==> config.mk <==
export PLATFORM = sky130hd
export DESIGN_NAME = sram_reader_flat
export DESIGN_NICKNAME = d
export VERILOG_FILES = /design/src/rtl/sram_reader_pkg.sv /design/src/rtl/sram_reader_if.sv /design/src/rtl/sram_reader_skid.sv /design/src/rtl/sram_reader.sv /design/src/flat_wrapper.sv
export SDC_FILE = /design/constraint.sdc
export NUM_CORES = 1
export LEC_CHECK = 0
export CELL_PAD_IN_SITES_DETAIL_PLACEMENT = 0
export CELL_PAD_IN_SITES_GLOBAL_PLACEMENT = 1
export CORE_ASPECT_RATIO = 1.1
export CORE_MARGIN = 3
export CORE_UTILIZATION = 33
export DETAILED_ROUTE_END_ITERATION = 7
export PLACE_DENSITY_LB_ADDON = 0.12
export SYNTH_ARGS = -nofsm -noshare
export SYNTH_HDL_FRONTEND = slang
export SYNTH_SLANG_ARGS = --single-unit
export TNS_END_PERCENT = 50
==> constraint.sdc <==
create_clock -name clk -period 6.3 [get_ports clk]
set_input_delay 1.575 -clock clk [delete_from_list [all_inputs] [get_ports clk]]
set_output_delay 1.575 -clock clk [all_outputs]
set_load 0.01 [all_outputs]
==> src/rtl/sram_reader_pkg.sv <==
// Shared types and defaults for the SRAM burst reader.
package sram_reader_pkg;

    // Default word width of the SRAM Dout bus.
    localparam int unsigned DATA_WIDTH_DEF = 8;

    // Skid buffer occupancy (0..2).
    typedef logic [1:0] occ_t;

    typedef enum logic [1:0] {
        S_IDLE  = 2'd0,
        S_RUN   = 2'd1,
        S_DRAIN = 2'd2,
        S_FIN   = 2'd3
    } state_t;

    // Reads outstanding after this cycle: buffered + in flight - leaving now.
    function automatic logic [2:0] pending(input occ_t occ, input logic inflight,
                                           input logic pop);
        return 3'(occ) + 3'(inflight) - 3'(pop);
    endfunction

endpackage

==> src/rtl/sram_reader_if.sv <==
// Command, SRAM and output-stream signals of the SRAM burst reader.
interface sram_reader_if
    import sram_reader_pkg::*;
#(
    parameter int unsigned DATA_WIDTH = DATA_WIDTH_DEF,
    parameter int unsigned ADDR_WIDTH = 4,
    parameter int unsigned LEN_WIDTH  = 5
);
    // command side
    logic                  start;
    logic [ADDR_WIDTH-1:0] base_addr;
    logic [LEN_WIDTH-1:0]  len;
    logic                  busy;
    logic                  done;
    // SRAM side
    logic [ADDR_WIDTH-1:0] sram_addr;
    logic                  sram_en;
    logic [DATA_WIDTH-1:0] sram_dout;
    // output stream
    logic                  m_valid;
    logic [DATA_WIDTH-1:0] m_data;
    logic                  m_ready;

    modport master (
        input  start, base_addr, len, sram_dout, m_ready,
        output busy, done, sram_addr, sram_en, m_valid, m_data
    );

    modport slave (
        output start, base_addr, len, sram_dout, m_ready,
        input  busy, done, sram_addr, sram_en, m_valid, m_data
    );

endinterface

==> src/rtl/sram_reader_skid.sv <==
// 2-entry synchronous FIFO that catches SRAM read data and presents a
// registered head word to the output stream.
module sram_rd_skid
    import sram_reader_pkg::*;
#(
    parameter int unsigned DATA_WIDTH = DATA_WIDTH_DEF
) (
    input  logic                  clk,
    input  logic                  flush,
    input  logic                  push,
    input  logic [DATA_WIDTH-1:0] din,
    input  logic                  pop,
    output occ_t                  occ,
    output logic [DATA_WIDTH-1:0] head
);

    logic [DATA_WIDTH-1:0] entry0;
    logic [DATA_WIDTH-1:0] entry1;
    logic                  do_pop;
    logic                  do_push;

    // Qualify pop/push against the current fill level.
    always_comb begin
        do_pop  = pop && (occ != 2'd0);
        do_push = push && ((occ != 2'd2) || do_pop);
    end

    // Entry 0 is always the head; entry 1 shifts into it on a pop.
    always_ff @(posedge clk) begin
        if (flush) begin
            occ    <= '0;
            entry0 <= '0;
            entry1 <= '0;
        end else begin
            case ({do_push, do_pop})
                2'b10: begin
                    if (occ == 2'd0) begin
                        entry0 <= din;
                    end else begin
                        entry1 <= din;
                    end
                    occ <= occ + 2'd1;
                end
                2'b01: begin
                    entry0 <= entry1;
                    occ    <= occ - 2'd1;
                end
                2'b11: begin
                    if (occ == 2'd1) begin
                        entry0 <= din;
                    end else begin
                        entry0 <= entry1;
                        entry1 <= din;
                    end
                end
                default: ;
            endcase
        end
    end

    assign head = entry0;

endmodule

==> src/rtl/sram_reader.sv <==
// Burst read initiator: fetches len consecutive SRAM words from base_addr,
// absorbs the one-cycle read latency and streams them out over valid/ready.
module sram_reader
    import sram_reader_pkg::*;
#(
    parameter int unsigned DATA_WIDTH = DATA_WIDTH_DEF,
    parameter int unsigned ADDR_WIDTH = 4,
    parameter int unsigned LEN_WIDTH  = 5
) (
    input logic         clk,
    input logic         rst_n,
    sram_reader_if.master bus
);

    state_t                state;
    state_t                state_nxt;
    logic [ADDR_WIDTH-1:0] base_q;
    logic [ADDR_WIDTH-1:0] last_addr_q;
    logic [ADDR_WIDTH-1:0] issue_addr;
    logic [LEN_WIDTH-1:0]  len_q;
    logic [LEN_WIDTH-1:0]  issued;
    logic [LEN_WIDTH-1:0]  accepted;
    logic                  inflight_q;
    logic                  issue;
    logic                  xfer;
    logic                  accept_start;
    occ_t                  occ;
    logic [DATA_WIDTH-1:0] head;

    // Read issue: only in RUN, only while words remain, and only when the
    // buffer can still take every read that is outstanding after this cycle.
    always_comb begin
        xfer         = (occ != 2'd0) && bus.m_ready;
        accept_start = (state == S_IDLE) && bus.start;
        issue_addr   = base_q + ADDR_WIDTH'(issued);
        issue        = (state == S_RUN) && (issued != len_q)
                       && (pending(occ, inflight_q, xfer) < 3'd2);
    end

    // Next-state logic and command/SRAM outputs.
    always_comb begin
        state_nxt     = state;
        bus.busy      = (state == S_RUN) || (state == S_DRAIN);
        bus.done      = (state == S_FIN);
        bus.sram_en   = issue;
        bus.sram_addr = issue ? issue_addr : last_addr_q;
        case (state)
            S_IDLE: begin
                if (bus.start) begin
                    state_nxt = (bus.len == '0) ? S_FIN : S_RUN;
                end
            end
            S_RUN: begin
                if (issue && ((issued + LEN_WIDTH'(1)) == len_q)) begin
                    state_nxt = S_DRAIN;
                end
            end
            S_DRAIN: begin
                // leave on the cycle of the final transfer so done follows it directly
                if ((accepted == len_q) || (xfer && ((accepted + LEN_WIDTH'(1)) == len_q))) begin
                    state_nxt = S_FIN;
                end
            end
            S_FIN: begin
                state_nxt = S_IDLE;
            end
            default: begin
                state_nxt = S_IDLE;
            end
        endcase
    end

    // State register.
    always_ff @(posedge clk) begin
        if (!rst_n) begin
            state <= S_IDLE;
        end else begin
            state <= state_nxt;
        end
    end

    // Command capture, issue/accept counters and the in-flight read flag.
    always_ff @(posedge clk) begin
        if (!rst_n) begin
            base_q      <= '0;
            len_q       <= '0;
            issued      <= '0;
            accepted    <= '0;
            inflight_q  <= 1'b0;
            last_addr_q <= '0;
        end else begin
            inflight_q <= issue;
            if (accept_start) begin
                base_q   <= bus.base_addr;
                len_q    <= bus.len;
                issued   <= '0;
                accepted <= '0;
            end else begin
                if (issue) begin
                    issued      <= issued + LEN_WIDTH'(1);
                    last_addr_q <= issue_addr;
                end
                if (xfer) begin
                    accepted <= accepted + LEN_WIDTH'(1);
                end
            end
        end
    end

    // Read data lands in the skid buffer the cycle after the read is issued.
    sram_rd_skid #(
        .DATA_WIDTH (DATA_WIDTH)
    ) u_skid (
        .clk   (clk),
        .flush (!rst_n),
        .push  (inflight_q),
        .din   (bus.sram_dout),
        .pop   (xfer),
        .occ   (occ),
        .head  (head)
    );

    // Output stream driven straight from buffer registers.
    always_comb begin
        bus.m_valid = (occ != 2'd0);
        bus.m_data  = head;
    end

endmodule

==> src/flat_wrapper.sv <==
// flat-port wrapper written by rule: the top's interface ports become plain ports
module sram_reader_flat import sram_reader_pkg::*;
#(
    parameter int unsigned DATA_WIDTH = DATA_WIDTH_DEF,
    parameter int unsigned ADDR_WIDTH = 4,
    parameter int unsigned LEN_WIDTH  = 5
)
  (clk, rst_n, bus_start, bus_base_addr, bus_len, bus_sram_dout, bus_m_ready, bus_busy, bus_done, bus_sram_addr, bus_sram_en, bus_m_valid, bus_m_data);
  sram_reader_if #(.DATA_WIDTH(DATA_WIDTH), .ADDR_WIDTH(ADDR_WIDTH), .LEN_WIDTH(LEN_WIDTH)) bus_i ();
  input logic clk;
  input logic rst_n;
  input wire logic [$bits(bus_i.start)-1:0] bus_start;
  input wire logic [$bits(bus_i.base_addr)-1:0] bus_base_addr;
  input wire logic [$bits(bus_i.len)-1:0] bus_len;
  input wire logic [$bits(bus_i.sram_dout)-1:0] bus_sram_dout;
  input wire logic [$bits(bus_i.m_ready)-1:0] bus_m_ready;
  output wire logic [$bits(bus_i.busy)-1:0] bus_busy;
  output wire logic [$bits(bus_i.done)-1:0] bus_done;
  output wire logic [$bits(bus_i.sram_addr)-1:0] bus_sram_addr;
  output wire logic [$bits(bus_i.sram_en)-1:0] bus_sram_en;
  output wire logic [$bits(bus_i.m_valid)-1:0] bus_m_valid;
  output wire logic [$bits(bus_i.m_data)-1:0] bus_m_data;
  assign bus_i.start = bus_start;
  assign bus_i.base_addr = bus_base_addr;
  assign bus_i.len = bus_len;
  assign bus_i.sram_dout = bus_sram_dout;
  assign bus_i.m_ready = bus_m_ready;
  assign bus_busy = bus_i.busy;
  assign bus_done = bus_i.done;
  assign bus_sram_addr = bus_i.sram_addr;
  assign bus_sram_en = bus_i.sram_en;
  assign bus_m_valid = bus_i.m_valid;
  assign bus_m_data = bus_i.m_data;
  sram_reader #(.DATA_WIDTH(DATA_WIDTH), .ADDR_WIDTH(ADDR_WIDTH), .LEN_WIDTH(LEN_WIDTH)) u_core (.clk(clk), .rst_n(rst_n), .bus(bus_i));
endmodule
# Word-level counts from Yosys, hierarchy flattened
# Index checks and enable logic that the tools add are counted.
[word_totals] reg_bits=44 latch_bits=0 mem_bits_rw=0 mem_bits_ro=0 inputBits=21 output_inout_bits=16 word_cells=72 n_memories=0
[op_classes] addsub=7 mul=0 div=0 order_cmp=1 n_eq_ne=18 shift=0 n_mux=13 bitwise=1 n_reduce_logical=22
[ops] cell="8-bit 2-to-1 mux" count=4
[ops] cell="8-bit case mux with 3 select lines" count=1
[ops] cell="8-bit case mux with 2 select lines" count=1
[ops] cell="5-bit == test" count=3
[ops] cell="2-bit inequality test, second input constant" count=7
[ops] cell="5-bit by 1-bit adder with 5-bit output, second input constant" count=2
[ops] cell="2-bit == test, second input constant" count=4
[ops] cell="1-bit logical AND" count=8
[ops] cell="2-bit 2-to-1 mux" count=4
[ops] cell="2-bit case mux with 4 select lines" count=1
[ops] cell="2-bit by 1-bit == test with 1-bit output, second input constant" count=3
[ops] cell="3-bit AND reduction" count=2
[ops] cell="2-bit nonzero test" count=3
[ops] cell="5-bit zero test" count=1
[ops] cell="5-bit inequality test" count=1
[ops] cell="4-bit adder" count=1
[ops] cell="2-bit zero test" count=2
[ops] cell="4-bit 2-to-1 mux" count=1
[ops] cell="2-bit case mux with 2 select lines" count=1
[ops] cell="2-bit by 1-bit adder with 3-bit output" count=1
[ops] cell="1-bit logical OR" count=3
[ops] cell="3-bit by 2-bit < comparator with 1-bit output, second input constant" count=1
[ops] cell="3-bit nonzero test" count=1
[ops] cell="3-bit by 1-bit subtractor with 3-bit output" count=1
[ops] cell="5 further kinds" count=5

# Longest topological paths before layout
[depth] ltp_word=8 ltp_mapped=15 mapped_depth_nobuf=13

# Cells and area by module
# From an unflattened synthesis, not the netlist that was laid out.
[hier_totals] hier_cells=281 area_unflattened_um2=2408.6
[by_module_without_submodules] module="sram_reader" instances=1 cells_per_inst=187 area_per_inst_um2=1574.0 seq_area_each_um2=520.5
[by_module_without_submodules] module="sram_rd_skid" instances=1 cells_per_inst=94 area_per_inst_um2=834.6 seq_area_each_um2=360.3

# Worst setup path before layout
# OpenSTA, ideal clock, no wires.
[synth_path] path_kind="input to output" start="input bus_m_ready" end="output bus_sram_addr[0]" arrival_ns=4.143 required_ns=4.725 path_slack_ns=0.582 cell_stages=11 n_path_buf=2 cell_sequence="nor2b_1 -> clkbuf_1 -> buf_1 -> ha_1 -> nand2b_1 -> fa_1 -> xnor2_1 -> and3_1 -> o21ai_2 -> clkinv_1 -> mux2_2"
[synth_via] elab_chain_len=5
[synth_lines] item="from (decl)" line_no="flat_wrapper.sv:16" source="input wire logic [$bits(bus_i.m_ready)-1:0] bus_m_ready;"
[synth_lines] item="1-bit logical AND" line_no="sram_reader.sv:33" source="xfer = (occ != 2'd0) && bus.m_ready;"
[synth_lines] item="net u_core.u_skid.pop" line_no="sram_reader_skid.sv:12" source="input logic pop,"
[synth_lines] item="3-bit by 1-bit subtractor with 3-bit output" line_no="sram_reader_pkg.sv:20" source="return 3'(occ) + 3'(inflight) - 3'(pop);"
[synth_lines] item="3-bit by 2-bit < comparator with 1-bit output" line_no="sram_reader.sv:37" source="&& (pending(occ, inflight_q, xfer) < 3'd2);"
[synth_lines] item="1-bit logical AND" line_no="sram_reader.sv:37"
[synth_lines] item="net bus_sram_en" line_no="flat_wrapper.sv:20" source="output wire logic [$bits(bus_i.sram_en)-1:0] bus_sram_en;"
[synth_lines] item="4-bit 2-to-1 mux"
[synth_lines] item="to (decl)" line_no="flat_wrapper.sv:19" source="output wire logic [$bits(bus_i.sram_addr)-1:0] bus_sram_addr;"
# The timed path passes the listed nets, and every way through them passes these cells.

# Worst setup path after layout
[layout_path] start="input bus_m_ready" end="output bus_sram_addr[0]"
[layout_via] elab_chain_len=5
[layout_lines] item="1-bit logical AND" line_no="sram_reader.sv:33"
[layout_lines] item="3-bit by 1-bit subtractor with 3-bit output" line_no="sram_reader_pkg.sv:20"
[layout_lines] item="3-bit by 2-bit < comparator with 1-bit output" line_no="sram_reader.sv:37"
[layout_lines] item="1-bit logical AND" line_no="sram_reader.sv:37"
[layout_lines] item="4-bit 2-to-1 mux"
# No other way between the ends.

==> impl_metrics.py <==
metrics = {
    "status": {
        "outcome": "finished, final reports clean",
    },
    "critical_path": {
        "endpoint": "bus_sram_addr[0]",
        "cp-end-kind": "output port",
        "cp-startpoint": "bus_m_ready",
        "rrSetupSlack_ns": 3.12,
        "ff2ff_path_depth": 13,
        "worstPathArrival_ns": 4.49,
        "cp_max_fo": 4,
        "r2r-end": "u_core.last_addr_q[0]$_SDFFE_PN0N_",
        "reg2reg_from": "u_core.u_skid.occ[1]$_SDFFE_PN0P_",
        "criticalPathCategory": "in -> out",
        "worstSetupStartpointType": "primary input",
        "required_ns": 4.72,
    },
    "global_route": {
        "grt_overflow": 0,
        "antenna_found_initial": 0,
        "grt_use_total_pct": 13.5,
        "grt_max_degree": 34,
        "grt_pass1_vias": 1811,
        "grt_pass1_wl_microns": 8720,
    },
    "drt": {
        "drt_iter0_drc": 81,
        "drc": 0,
        "drtPass1Iterations": 4,
        "detail-route-antenna-nets": 0,
        "vias_per_cell": 4.88,
        "vias": 1898,
        "routedWlPerCell_microns": 13.5,
        "wl_microns": 5240,
    },
    "place": {
        "dp.cells": 381,
        "dp.final_hpwl_microns": 3880,
        "post_dp_cell_area_sq_mm": 0.00280,
        "port_buffers": 36,
        "globalplace.congestion": 0.733,
    },
    "clock_network": {
        "htreeDepth": 2,
        "cts_buffers": 5,
        "root_buffer": "clkbuf_8",
        "clockBufferDepth": 2,
        "cts-resized-gates": 0,
        "hold_buffers": 0,
        "cts.clk_slew.worst_paths_ns": 0.08,
        "cts_tree": "built",
        "cts_setup_buffers": 0,
        "cts.sinks": 44,
        "clk-insertion-delay-late_ns": 0.30,
    },
    "timing": {
        "tns_ns": 0,
        "fin_crit_sh_pct": 96.3,
        "slew_headroom_pct": 24.1,
        "slew_viol_final": 0,
        "setup_viol": 0,
        "rsz0062_at_grt": "false",
        "fin_crit_ns": 6.07,
        "whs_ns": 0.464,
        "worst_slew_pin_slew_ns": 1.14,
        "fin_skew_ns": 0.00861,
        "fmax_ghz": 0.165,
        "hold_viol_final": 0,
    },
    "power_and_ir_drop": {
        "power.density_mw_per_mm2": 348,
        "p_leak_uw": 0.00119,
        "power.total_uw": 1020,
        "ir_drop_v": 0.000148,
    },
    "yosys": {
        "synthCells": 272,
        "synth_edf_count": 0,
        "synth.distinct_cells": 36,
        "syn_area_per_cell_sq_um": 8.71,
        "synth_area_leaders": "dfxtp_1, mux2i_1, ha_1",
        "synth.most_common_cell": "dfxtp_1",
        "synth_flop_cell": "dfxtp_1",
        "synth_area_leader_cell": "dfxtp_1",
        "synthArstFlopShare_pct": 0,
        "yosys_warnings": 0,
        "syn-num-nets": 309,
        "synth_common_cells": "dfxtp_1, nor2_1, nand2_1",
        "netlist_area_sq_mm": 0.00237,
        "synth-seq-cells": 44,
        "synth_top_cell_area_share_pct": 37.2,
        "ys_seq_area_share_pct": 37.2,
    },
    "floorplan": {
        "ios": 37,
        "num_rows": 31,
        "core_area_sq_mm": 0.00679,
        "die-area_sq_mm": 0.00823,
        "die_h_microns": 94.9,
        "die-width_microns": 86.8,
        "initial_core_util_pct": 34.9,
    },
    "cells_and_area": {
        "design_area_sq_mm": 0.00293,
        "drive_gt1_share_pct": 5.54,
        "fin_cells": 389,
        "nets": 343,
        "diodes": 0,
        "syn2layout_area_growth_pct": 23.5,
    },
    "job": {
        "drv_cap": 0,
    },
    "worst_hold_path": {
        "hold_path.class": "reg -> reg",
    },
}
area by class of cell:
class	count	area [sq um]
Tap cell	82	103
Sequential cell	44	881
Multi-Input combinational cell	204	1390
Clock inverter	2	38.8
Inverter	12	45.0
Timing Repair Buffer	39	383
Clock buffer	6	82.6
Fill cell	672	3860
metrics by stage:
stage / util (%) / worst slack, ns
after floorplan: - / 0.582
after global routing: 43.1 / 0.0832
after detailed placement: 41.3 / 0.200
after CTS: 43.1 / 0.197
final: 43.1 / 0.231
after global placement: 41.3 / 0.225
how the worst min path moves through the flow:
| stage | end | startpoint | cells after the start | slack, ns |
|---|---|---|---|---|
| after floorplan | u_core.base_q[0]$_SDFFE_PN0P_ | u_core.base_q[0]$_SDFFE_PN0P_ | 2 | 0.44 |
| after global placement | u_core.base_q[2]$_SDFFE_PN0P_ | u_core.base_q[2]$_SDFFE_PN0P_ | 2 | 0.45 |
| after detailed placement | u_core.base_q[2]$_SDFFE_PN0P_ | u_core.base_q[2]$_SDFFE_PN0P_ | 2 | 0.45 |
| after CTS | u_core.base_q[2]$_SDFFE_PN0P_ | u_core.base_q[2]$_SDFFE_PN0P_ | 2 | 0.47 |
| after global routing | u_core.base_q[3]$_SDFFE_PN0P_ | u_core.base_q[3]$_SDFFE_PN0P_ | 2 | 0.49 |
| final | u_core.base_q[2]$_SDFFE_PN0P_ | u_core.base_q[2]$_SDFFE_PN0P_ | 2 | 0.46 |
where the power goes:
| part | total, uW | switching (uW) | internal (uW) | leakage (uW) |
|---|---|---|---|---|
| registers | 366 | 41.6 | 324 | 0.000358 |
| clock network | 234 | 104 | 130 | 0.0000614 |
| logic | 418 | 214 | 204 | 0.000772 |
| total | 1020 | 360 | 658 | 0.00119 |
cell families after synthesis:
kind of cell,Yosys count,share of synthesized area (%)
compound gates,40,11.3
simple gates,97,18.2
xor+xnor,28,10.4
buf+inv,24,4.01
fa+ha+maj,16,9.09
mux,23,9.83
flops,44,37.2
metal layers:
metal  track usage [%]  vias to the layer above  wire length (microns)
met4              3.51                        0                     48
met2              21.0                       28                   2410
met5                 0                        -                      0
met3              4.19                        5                    237
li1                  -                      997                      -
met1              18.0                      868                   2550
flip-flops by register name (all words and copies together) (netlist names):
register,cells
u_core.u_skid.entry1,8
u_core.u_skid.head,8
u_core.accepted,5
u_core.issued,5
u_core.len_q,5
u_core.base_q,4
u_core.last_addr_q,4
u_core.state,2
u_core.u_skid.occ,2
u_core.inflight_q,1
worst max-delay path, stage by stage:
cell             delay, ns
clkdlybuf4s50_1       0.49
nor2b_1               0.18
ha_1                  0.25
nand2b_1              0.17
fa_1                  0.43
xnor2_1               0.15
and3_1                0.25
o21ai_2               0.09
clkinv_1              0.10
mux2_2                0.33
clkdlybuf4s50_1       0.48
cell usage in the layout (no fill, tap or decap), types with 3 or more instances in the layout:
master           count
xnor2_1             19
ha_1                14
nor2b_1              4
o21ai_0              5
nor3_1               3
nand4_1              7
nand2_1             32
dfxtp_1             44
inv_1               11
clkdlybuf4s50_1     36
clkbuf_8             6
mux2i_1             21
nand2b_1             4
buf_4                3
nor2_1              36
a21oi_1             15
xor2_1               9
nand3_1              4
a211oi_1             9
No activity file was read; power rests on OpenSTA's default activity.
